==> config.mk <==
export PLATFORM = sky130hd
export DESIGN_NAME = par_to_serial_flat
export DESIGN_NICKNAME = d
export VERILOG_FILES = /design/src/rtl/par_to_serial_if.sv /design/src/rtl/par_to_serial.sv /design/src/flat_wrapper.sv
export SDC_FILE = /design/constraint.sdc
export NUM_CORES = 1
export LEC_CHECK = 0
export CAP_MARGIN = 20
export CORE_UTILIZATION = 40
export CTS_BUF_LIST = sky130_fd_sc_hd__clkbuf_8
export DETAILED_ROUTE_END_ITERATION = 8
export SYNTH_ARGS = -nofsm -noshare
export SYNTH_HDL_FRONTEND = slang
export SYNTH_SLANG_ARGS = --single-unit
==> constraint.sdc <==
create_clock -name clk -period 2.8 [get_ports clk]
set_clock_uncertainty 0.2 [all_clocks]
set_input_delay 0.56 -clock clk [delete_from_list [all_inputs] [get_ports clk]]
set_output_delay 0.56 -clock clk [all_outputs]
set_load 0.02 [all_outputs]
==> src/rtl/par_to_serial_if.sv <==
// rtl/par_to_serial_if.sv - word handshake in, serial stream out for par_to_serial
interface par_to_serial_if #(
  parameter int WIDTH = 8
);
  logic [WIDTH-1:0] data_in;
  logic             valid_in;
  logic             ready_out;
  logic             serial_out;
  logic             active_out;
  logic             done_out;

  modport master (
    output data_in, valid_in,
    input  ready_out, serial_out, active_out, done_out
  );

  modport slave (
    input  data_in, valid_in,
    output ready_out, serial_out, active_out, done_out
  );
endinterface

==> src/rtl/par_to_serial.sv <==
// rtl/par_to_serial.sv - parallel-to-serial converter, MSB first, valid/ready load
// Define PARITY_EN to append an even-parity bit after the data bits.
module par_to_serial #(
  parameter int WIDTH = 8,
  parameter int CNT_W = 4
) (
  input  logic          clk,
  input  logic          reset_L,
  par_to_serial_if.slave bus
);
`ifdef PARITY_EN
  typedef enum logic [1:0] {IDLE = 2'd0, SHIFT = 2'd1, DONE = 2'd2, PAR = 2'd3} state_e;
`else
  typedef enum logic [1:0] {IDLE = 2'd0, SHIFT = 2'd1, DONE = 2'd2} state_e;
`endif

  state_e             state_q, state_d;
  logic [WIDTH-1:0]   shift_q, shift_d;
  logic [CNT_W-1:0]   cnt_q, cnt_d;
  logic               ready_q, ready_d;
  logic               serial_q, serial_d;
  logic               active_q, active_d;
  logic               done_q, done_d;
`ifdef PARITY_EN
  logic               par_q, par_d;
`endif

  always_comb begin
    state_d = state_q;
    shift_d = shift_q;
    cnt_d   = cnt_q;
`ifdef PARITY_EN
    par_d   = par_q;
`endif
    case (state_q)
      IDLE: begin
        if (bus.valid_in && ready_q) begin
          shift_d = bus.data_in;
          cnt_d   = '0;
          state_d = SHIFT;
`ifdef PARITY_EN
          par_d   = ^bus.data_in;
`endif
        end
      end
      SHIFT: begin
        shift_d = {shift_q[WIDTH-2:0], 1'b0};
        cnt_d   = cnt_q + CNT_W'(1);
        if (cnt_q == CNT_W'(WIDTH - 1)) begin
`ifdef PARITY_EN
          state_d = PAR;
`else
          state_d = DONE;
`endif
        end
      end
`ifdef PARITY_EN
      PAR:  state_d = DONE;
`endif
      DONE: state_d = IDLE;
      default: begin
        state_d = IDLE;
        shift_d = '0;
        cnt_d   = '0;
      end
    endcase

    // Outputs are decoded from the next state so they come straight off flops.
    serial_d = 1'b1;
    active_d = 1'b0;
    case (state_d)
      SHIFT: begin
        serial_d = shift_d[WIDTH-1];
        active_d = 1'b1;
      end
`ifdef PARITY_EN
      PAR: begin
        serial_d = par_d;
        active_d = 1'b1;
      end
`endif
      default: ;
    endcase
    ready_d = (state_d == IDLE);
    done_d  = (state_d == DONE);
  end

  always_ff @(posedge clk or negedge reset_L) begin
    if (!reset_L) begin
      state_q  <= IDLE;
      shift_q  <= '0;
      cnt_q    <= '0;
      ready_q  <= 1'b1;
      serial_q <= 1'b1;
      active_q <= 1'b0;
      done_q   <= 1'b0;
`ifdef PARITY_EN
      par_q    <= 1'b0;
`endif
    end else begin
      state_q  <= state_d;
      shift_q  <= shift_d;
      cnt_q    <= cnt_d;
      ready_q  <= ready_d;
      serial_q <= serial_d;
      active_q <= active_d;
      done_q   <= done_d;
`ifdef PARITY_EN
      par_q    <= par_d;
`endif
    end
  end

  assign bus.ready_out  = ready_q;
  assign bus.serial_out = serial_q;
  assign bus.active_out = active_q;
  assign bus.done_out   = done_q;
endmodule

==> src/flat_wrapper.sv <==
// flat-port wrapper written by rule: the top's interface ports become plain ports
module par_to_serial_flat 
#(
  parameter int WIDTH = 8,
  parameter int CNT_W = 4
)
  (clk, reset_L, bus_data_in, bus_valid_in, bus_ready_out, bus_serial_out, bus_active_out, bus_done_out);
  par_to_serial_if #(.WIDTH(WIDTH)) bus_i ();
  input  logic clk;
  input  logic reset_L;
  input wire logic [$bits(bus_i.data_in)-1:0] bus_data_in;
  input wire logic [$bits(bus_i.valid_in)-1:0] bus_valid_in;
  output wire logic [$bits(bus_i.ready_out)-1:0] bus_ready_out;
  output wire logic [$bits(bus_i.serial_out)-1:0] bus_serial_out;
  output wire logic [$bits(bus_i.active_out)-1:0] bus_active_out;
  output wire logic [$bits(bus_i.done_out)-1:0] bus_done_out;
  assign bus_i.data_in = bus_data_in;
  assign bus_i.valid_in = bus_valid_in;
  assign bus_ready_out = bus_i.ready_out;
  assign bus_serial_out = bus_i.serial_out;
  assign bus_active_out = bus_i.active_out;
  assign bus_done_out = bus_i.done_out;
  par_to_serial #(.WIDTH(WIDTH), .CNT_W(CNT_W)) u_core (.clk(clk), .reset_L(reset_L), .bus(bus_i));
endmodule
==> results of run 1 <==
[cell families after synthesis]
kind of cell,Yosys count
buf+inv,6
compound gates,18
simple gates,24
xor+xnor,2
fa+ha+maj,1
mux,1
flops,17
[state kept, by name (all words and copies together) (netlist names)]
| name | count |
|---|---|
| u_core.bus.serial_out | 1 |
| u_core.shift_q | 7 |
| u_core.bus.done_out | 1 |
| u_core.cnt_q | 4 |
| u_core.bus.ready_out | 1 |
| u_core.bus.active_out | 1 |
| u_core.state_q | 2 |
[worst min path at each step]
| stage | cells past startpoint | endpoint | from | slack (ns) |
|---|---|---|---|---|
| finish | 1 | u_core.shift_q[2] | u_core.shift_q[2] | 0.29 |
| global route | 1 | u_core.shift_q[2] | u_core.shift_q[2] | 0.31 |
| CTS | 1 | u_core.shift_q[2] | u_core.shift_q[2] | 0.29 |
| detailed placement | 1 | u_core.shift_q[5] | u_core.shift_q[5] | 0.28 |
| global placement | 1 | u_core.shift_q[6] | u_core.shift_q[6] | 0.27 |
| floorplan | 0 | u_core.bus.active_out | reset_L | 0.06 |
[cell type report]
class | count | share of cell area
well taps | 25 | 0.0320
multi-input cells | 46 | 0.336
flip-flops and latches | 17 | 0.437
repair buffers | 14 | 0.143
clock inverters | 1 | 0.00512
inverters | 1 | 0.00384
clock buffers | 3 | 0.0422
[power groups by stage]
stage                     clock network, mW  registers (mW)  logic, mW
after global routing                  0.199           0.463      0.374
final                                 0.186           0.443      0.331
after global placement                    0           0.447      0.322
after detailed placement                  0           0.451      0.337
after floorplan                           0           0.431      0.266
after CTS                             0.191           0.446      0.337
[cell usage in the layout, fill, tap and decap left out]
| master | count |
|---|---|
| sky130_fd_sc_hd__nor2b_1 | 9 |
| sky130_fd_sc_hd__or3_1 | 1 |
| sky130_fd_sc_hd__mux2i_1 | 1 |
| sky130_fd_sc_hd__xor2_1 | 1 |
| sky130_fd_sc_hd__o2bb2ai_1 | 6 |
| sky130_fd_sc_hd__a22oi_1 | 6 |
| sky130_fd_sc_hd__a21oi_2 | 1 |
| sky130_fd_sc_hd__nand2_1 | 4 |
| sky130_fd_sc_hd__and2b_1 | 1 |
| sky130_fd_sc_hd__inv_1 | 1 |
| sky130_fd_sc_hd__nor2_1 | 3 |
| sky130_fd_sc_hd__nand3_1 | 1 |
| sky130_fd_sc_hd__xnor2_1 | 1 |
| sky130_fd_sc_hd__o21bai_1 | 1 |
| sky130_fd_sc_hd__o22ai_1 | 4 |
| sky130_fd_sc_hd__nand2b_1 | 1 |
| sky130_fd_sc_hd__and4b_1 | 1 |
| sky130_fd_sc_hd__clkbuf_8 | 3 |
| sky130_fd_sc_hd__ha_1 | 1 |
| sky130_fd_sc_hd__nand3b_4 | 1 |
| sky130_fd_sc_hd__clkinv_2 | 1 |
| sky130_fd_sc_hd__and2_1 | 1 |
| sky130_fd_sc_hd__dfstp_2 | 2 |
| sky130_fd_sc_hd__clkdlybuf4s50_1 | 14 |
| sky130_fd_sc_hd__dfrtp_1 | 15 |
| sky130_fd_sc_hd__nor2_2 | 1 |
[routing by layer]
layer	GRT usage	vias to the layer above
met4	0.103	0
met2	0.239	14
li1	-	267
met1	0.231	273
met5	0	-
met3	0.0353	4
==> results.rst, run 1 <==
.. list-table::
   :header-rows: 1

   * - Metric
     - Value
   * - Result of the run
     - complete, no violations
   * - Multiplexer share of the synthesized area
     - 0.0125
   * - Deepest level of the CTS H-tree
     - 1
   * - Sequential cell area in the final layout
     - between 400 and 500 um2
   * - Overall die area
     - between 0.002 and 0.0025 mm2
   * - Final core utilization
     - 0.543
   * - Number of buffer and inverter instances along the worst setup path
     - 1
   * - Sum of overflow across all layers after global routing
     - 0
   * - Worst Slack Setup Final
     - 0.621 ns
   * - Proportion of layout cells with a drive suffix above 1
     - 0.110
   * - Detailed-routing wirelength on met1
     - 672 um
   * - GRT Resource Usage Total
     - 0.167
   * - Dominant cell by count in the synthesized netlist
     - sky130_fd_sc_hd__dfrtp_1
   * - Main combinational cell family by area after synthesis
     - simple AND/OR/NAND/NOR gates
   * - Number of buffers between clock root and the deepest sink
     - 2
   * - Count of fill cells added during filler insertion
     - 178
   * - FF-to-FF path depth
     - 2
   * - Final routed DRC violation total
     - 0
   * - Uppermost signal routing layer after detailed routing
     - met4
   * - Sinks on Clock Net
     - 17
   * - Total via count in the routed design
     - between 500 and 600
   * - Synth Area in Compound Gates
     - 0.174
   * - Startpoint of the most critical setup path
     - u_core.bus.ready_out
   * - Arrival time reported for the critical path endpoint
     - 1.42 ns
   * - Share of synthesized registers carrying an async set or reset
     - 1.00
   * - Maximum clock frequency
     - 459 MHz
   * - Critical-path cell with the highest stage delay
     - sky130_fd_sc_hd__clkdlybuf4s50_1
   * - Iteration count of the initial detailed-routing pass
     - 2
   * - Clock root buffer
     - sky130_fd_sc_hd__clkbuf_8
   * - Worst-case register-to-register setup slack
     - 1.11 ns
   * - CP Capture Point
     - bus_ready_out
   * - Total internal power
     - around 0.62 mW
   * - Data required time at the worst endpoint
     - 2.04 ns
   * - Placer Congestion
     - slightly above 0.7
   * - Final net count
     - 95
   * - Hold violation count in the final report
     - 0
   * - Clock transition at the register clock pins on the worst setup and hold paths after CTS
     - around 0.070 ns
   * - Placed cell count
     - about 100
   * - Dpl ws
     - 0.698 ns
   * - Initial antenna violation count
     - 0
   * - Period minus WS final
     - between 2 and 2.5 ns
   * - Top cells by count, synth
     - sky130_fd_sc_hd__dfrtp_1, sky130_fd_sc_hd__nor2b_1, sky130_fd_sc_hd__a22oi_1, sky130_fd_sc_hd__o2bb2ai_1
   * - Most common flop cell mapped by yosys
     - sky130_fd_sc_hd__dfrtp_1
   * - Initial Util
     - 0.444
   * - Power per unit of standard cell area
     - 980 mW/mm2
   * - Number of placement rows
     - 15
   * - Instance count on the critical path
     - 1
   * - Worst ir drop on vdd
     - 0.596 mV
   * - Top cell type's share of synthesized area
     - 0.469
   * - Vias per cell
     - 5.21
   * - Area added between synthesis and finish
     - 22.4%
   * - Power after layout
     - 0.959 mW
   * - Worst slew margin relative to its limit
     - 0.491
   * - Min Hold Slack
     - 0.288 ns
   * - Maximum cell stage delay along the critical path
     - approximately 0.6 ns
   * - Wire length of the first global-routing pass
     - between 2000 and 2500 um
   * - Synth unique cells
     - 27
   * - Final sum of negative setup slack
     - 0 ns
   * - Die Ht
     - 46.7 um
   * - Core Region
     - 0.00180 mm2
   * - LEAKAGE
     - 0.424 nW
   * - Sort of element at the end of the critical path
     - output pin
   * - Reg2reg end
     - u_core.bus.serial_out
   * - Sequential group share of total power
     - 0.462
   * - Xor/xnor cell area share of the yosys netlist
     - 0.0219
   * - Yosys top cell by area
     - sky130_fd_sc_hd__dfrtp_1
   * - Share of the clock period used by the worst path after layout
     - 0.778
   * - Half-perimeter wire length of the detailed placement result
     - 966 um
   * - Crit start category
     - flop
   * - Wirelength per Cell
     - 13.3 um
   * - Placed standard-cell area
     - 932 um2
   * - Drt initial violations
     - 1
   * - Post-synthesis simple-gate area fraction
     - 0.188
   * - Fraction of the mapped netlist area in adder cells
     - 0.0156
   * - Gates resized, CTS repair
     - 0
   * - Synthesized instance count
     - 69
   * - Number of clock buffers inserted by TritonCTS
     - 3
   * - Via count of the first global-routing pass
     - 539
   * - Number of nets in the synthesized netlist
     - 81
   * - Number of antenna diodes
     - 0
   * - # Post-CTS Setup Buffers
     - 0
   * - Final setup violating endpoints
     - 0
   * - Count of hold buffers inserted by post-cts repair
     - 0
   * - Combined area of the multi-input logic cells
     - 329 um2
   * - Unrepaired setup endpoints after global routing
     - no
   * - Largest net degree at the start of global routing
     - 24
   * - NetSw
     - 0.342 mW
   * - Die W
     - 46.7 um
   * - Final wirelength
     - 1420 um
   * - Number of ports placed on the die boundary
     - 15
   * - Clock tree from TritonCTS
     - built
   * - Post-route cell area
     - 978 um2
   * - Post-route antenna net violation count
     - 0
   * - Reg-to-reg critical path startpoint
     - u_core.state_q[0]
   * - Number of synthesis warnings
     - 0
   * - Relative contribution of combinational cells to total power
     - 0.345
   * - Largest fanout on the critical path
     - 3
   * - Number of maximum-capacitance constraint violations
     - 0
   * - Worst-Skew Late Latency
     - 0.25 ns
   * - PortBufs
     - 14
   * - Routed length on met3
     - 59 um
   * - Sequential-to-total area share from yosys stat
     - 0.535
   * - Synthesis-stage register bit count
     - 17
   * - Largest cells by area after synthesis
     - sky130_fd_sc_hd__dfrtp_1, sky130_fd_sc_hd__nor2b_1, sky130_fd_sc_hd__dfstp_2
   * - Cell family contributing the most delay on the critical path
     - buffers and inverters
   * - Class of the tightest hold or removal check
     - reg2reg
   * - Worst slew pin tran
     - 0.761 ns
   * - Clock share of power
     - 0.194
   * - Mean instance size in the synthesized netlist
     - 11.6 um2
   * - Number of pins with negative max-slew slack in the final report
     - 0
   * - Crit-path cells
     - clkdlybuf4s50_1
   * - Crit path kind
     - reg2out
   * - Post-route insts no fill
     - roughly 110
   * - Sw Share
     - 0.357
   * - Total met2 wirelength after detailed routing
     - 661 um
   * - Post-synth EDFFs
     - 0
   * - Cell area after technology mapping
     - approximately 800 um2
No activity file was read; power rests on OpenSTA's default activity.
==> run 2, diff against run 1 <==
Settings changed: PLACE_DENSITY set to 0.66.
Clock period 2.8 ns to 1.9 ns, I/O delays scaled along.
==> results.rst, run 2 (synthesis results as in run 1) <==
.. list-table::
   :header-rows: 1

   * - Metric
     - Value
   * - Final net count
     - 102 (+7.4%)
   * - Final routed DRC violation total
     - 0 (unchanged)
   * - Proportion of layout cells with a drive suffix above 1
     - 0.169 (+0.0588)
   * - Die W
     - 46.7 um (unchanged)
   * - Post-route insts no fill
     - 114 (+6.5%)
   * - Largest fanout on the critical path
     - 1 (-2)
   * - Post-route cell area
     - 0.00103 mm2 (+5.0%)
   * - Wirelength per Cell
     - 12.5 um (-6.1%)
   * - Cell family contributing the most delay on the critical path
     - buffers and inverters
   * - Result of the run
     - complete, no violations
   * - Number of clock buffers inserted by TritonCTS
     - 3 (unchanged)
   * - Overall die area
     - 0.00218 mm2 (unchanged)
   * - Placer Congestion
     - 0.735 (+2.5%)
   * - Area added between synthesis and finish
     - 28.5%
   * - Crit-path cells
     - clkdlybuf4s50_1
   * - Vias per cell
     - 5.00 (-4.1%)
   * - Period minus WS final
     - between 1.5 and 2 ns
   * - Maximum cell stage delay along the critical path
     - 0.60 ns (about the same)
   * - Number of buffers between clock root and the deepest sink
     - 2 (unchanged)
   * - Count of fill cells added during filler insertion
     - 174 (-2.2%)
   * - Max FFs per register
     - 7 (unchanged)
   * - Number of buffer and inverter instances along the worst setup path
     - 1 (unchanged)
   * - Largest net degree at the start of global routing
     - 18 (-25%)
   * - GRT Resource Usage Total
     - 0.170 (+0.00269)
   * - Initial antenna violation count
     - 0 (unchanged)
   * - Worst ir drop on vdd
     - 0.804 mV (+35%)
   * - Die Ht
     - 46.7 um (unchanged)
   * - Leading cell type in the layout, fill and taps excluded
     - sky130_fd_sc_hd__dfrtp_1
   * - Worst-Skew Late Latency
     - 0.24 ns (about the same)
   * - Count of hold buffers inserted by post-cts repair
     - 0 (unchanged)
   * - Clock root buffer
     - sky130_fd_sc_hd__clkbuf_8
   * - LEAKAGE
     - 0.464 nW (+9.6%)
   * - Sinks on Clock Net
     - 17 (unchanged)
   * - Highest-count cells in the layout ignoring fill and taps
     - sky130_fd_sc_hd__dfrtp_1, sky130_fd_sc_hd__clkdlybuf4s50_1, sky130_fd_sc_hd__nor2b_1
   * - Critical-path cell with the highest stage delay
     - sky130_fd_sc_hd__clkdlybuf4s50_1
   * - Worst slew pin tran
     - 0.327 ns (-0.434 ns)
   * - Min Hold Slack
     - 0.260 ns (-0.0276 ns)
   * - Maximum clock frequency
     - 574 MHz
   * - Class of the tightest hold or removal check
     - in2async
   * - Wire length of the first global-routing pass
     - 2530 um (+3.1%)
   * - Final setup violating endpoints
     - 0 (unchanged)
   * - Post-route antenna net violation count
     - 0 (unchanged)
   * - Data required time at the worst endpoint
     - 1.32 ns (-0.72 ns)
   * - Clock tree from TritonCTS
     - built
   * - Placed cell count
     - 110 (+6.8%)
   * - Half-perimeter wire length of the detailed placement result
     - 1000 um (+3.8%)
   * - Top register by number of flip-flops
     - u_core.shift_q
   * - Sort of element at the end of the critical path
     - output pin
   * - Worst slew margin relative to its limit
     - 0.782 (+0.291)
   * - Final wirelength
     - 1420 um (unchanged)
   * - Via count of the first global-routing pass
     - 531 (-1.5%)
   * - Iteration count of the initial detailed-routing pass
     - 4 (+2)
   * - Crit start category
     - flop
   * - Power per unit of standard cell area
     - 1410 mW/mm2 (+44%)
   * - Deepest level of the CTS H-tree
     - 1 (unchanged)
   * - PortBufs
     - 14 (unchanged)
   * - Number of antenna diodes
     - 0 (unchanged)
   * - Share of the clock period used by the worst path after layout
     - 0.917
   * - Top flop regs
     - u_core.shift_q (7), u_core.cnt_q (4), u_core.state_q (2)
   * - Placed standard-cell area
     - 985 um2 (+5.6%)
   * - Total via count in the routed design
     - 570 (+2.2%)
   * - Final core utilization
     - 0.570 (+0.0271)
   * - Number of ports placed on the die boundary
     - 15 (unchanged)
   * - Number of pins with negative max-slew slack in the final report
     - 0 (unchanged)
   * - Arrival time reported for the critical path endpoint
     - 1.16 ns (-0.26 ns)
   * - Hold violation count in the final report
     - 0 (unchanged)
   * - Final sum of negative setup slack
     - 0 ns (unchanged)
   * - Drt initial violations
     - 8 (+7)
   * - Crit path kind
     - reg2out
   * - Clock transition at the register clock pins on the worst setup and hold paths after CTS
     - 0.06 ns (about the same)
   * - Sum of overflow across all layers after global routing
     - 0 (unchanged)
   * - Initial Util
     - 0.444 (unchanged)
   * - Unrepaired setup endpoints after global routing
     - no
   * - Number of placement rows
     - 15 (unchanged)
   * - Number of maximum-capacitance constraint violations
     - 0 (unchanged)
   * - Core Region
     - 0.00180 mm2 (unchanged)
   * - Worst-case register-to-register setup slack
     - 0.38 ns (-0.73 ns)
run 2: cell count changes in the layout (fill, tap and decap cells not counted):
cell	change
sky130_fd_sc_hd__buf_4	+7
sky130_fd_sc_hd__clkdlybuf4s50_1	-2
sky130_fd_sc_hd__clkinv_2	-1
sky130_fd_sc_hd__dlygate4sd2_1	+2
sky130_fd_sc_hd__inv_1	+1
run 2: report_power, final:
group | switching [mW] | total, mW | leakage (nW) | internal (mW)
Combinational | 0.282 | 0.574 | 0.223 | 0.292
Sequential | 0.107 | 0.617 | 0.215 | 0.510
Clock | 0.111 | 0.254 | 0.0269 | 0.143
run 2: worst paths after layout:
path                                      from                    end  cells past startpoint
setup / recovery           u_core.bus.done_out           bus_done_out                      1
hold / removal                         reset_L      u_core.state_q[0]                      2
setup reg to reg               u_core.cnt_q[0]  u_core.bus.serial_out                      3
hold reg to reg              u_core.shift_q[6]      u_core.shift_q[6]                      1
max in group asynchronous              reset_L  u_core.bus.serial_out                      2
min in group clk             u_core.shift_q[6]      u_core.shift_q[6]                      1
run 2: metrics by stage:
stage / worst slack (ns) / total power, mW
floorplan: 0.415 / 1.03
global placement: 0.130 / 1.19
detailed placement: 0.100 / 1.21
CTS: 0.141 / 1.46
global route: 0.100 / 1.58
finish: 0.157 / 1.45
run 2: routing by layer:
layer | global-route usage | wire [um] | vias to the layer above
li1 | - | - | 286
met3 | 0.0353 | 59 | 2
met2 | 0.228 | 639 | 16
met1 | 0.256 | 714 | 266
met4 | 0.0857 | 10 | 0
met5 | 0 | 0 | -
run 2: area by class of cell:
cell class	count	area [um2]	area share
Clock buffer	3	41.3	0.0402
Clock inverter	1	3.75	0.00365
Inverter	1	3.75	0.00365
Multi-Input combinational cell	46	329	0.320
Sequential cell	17	428	0.417
Tap cell	25	31.3	0.0305
Timing Repair Buffer	21	190	0.185
run 2: timing repair:
action | CTS | global route
resized for setup | 2 | 0
endpoints found under the setup margin | 2 | 0
endpoints found under the hold margin | 0 | 0
buffers inserted | 0 | 0
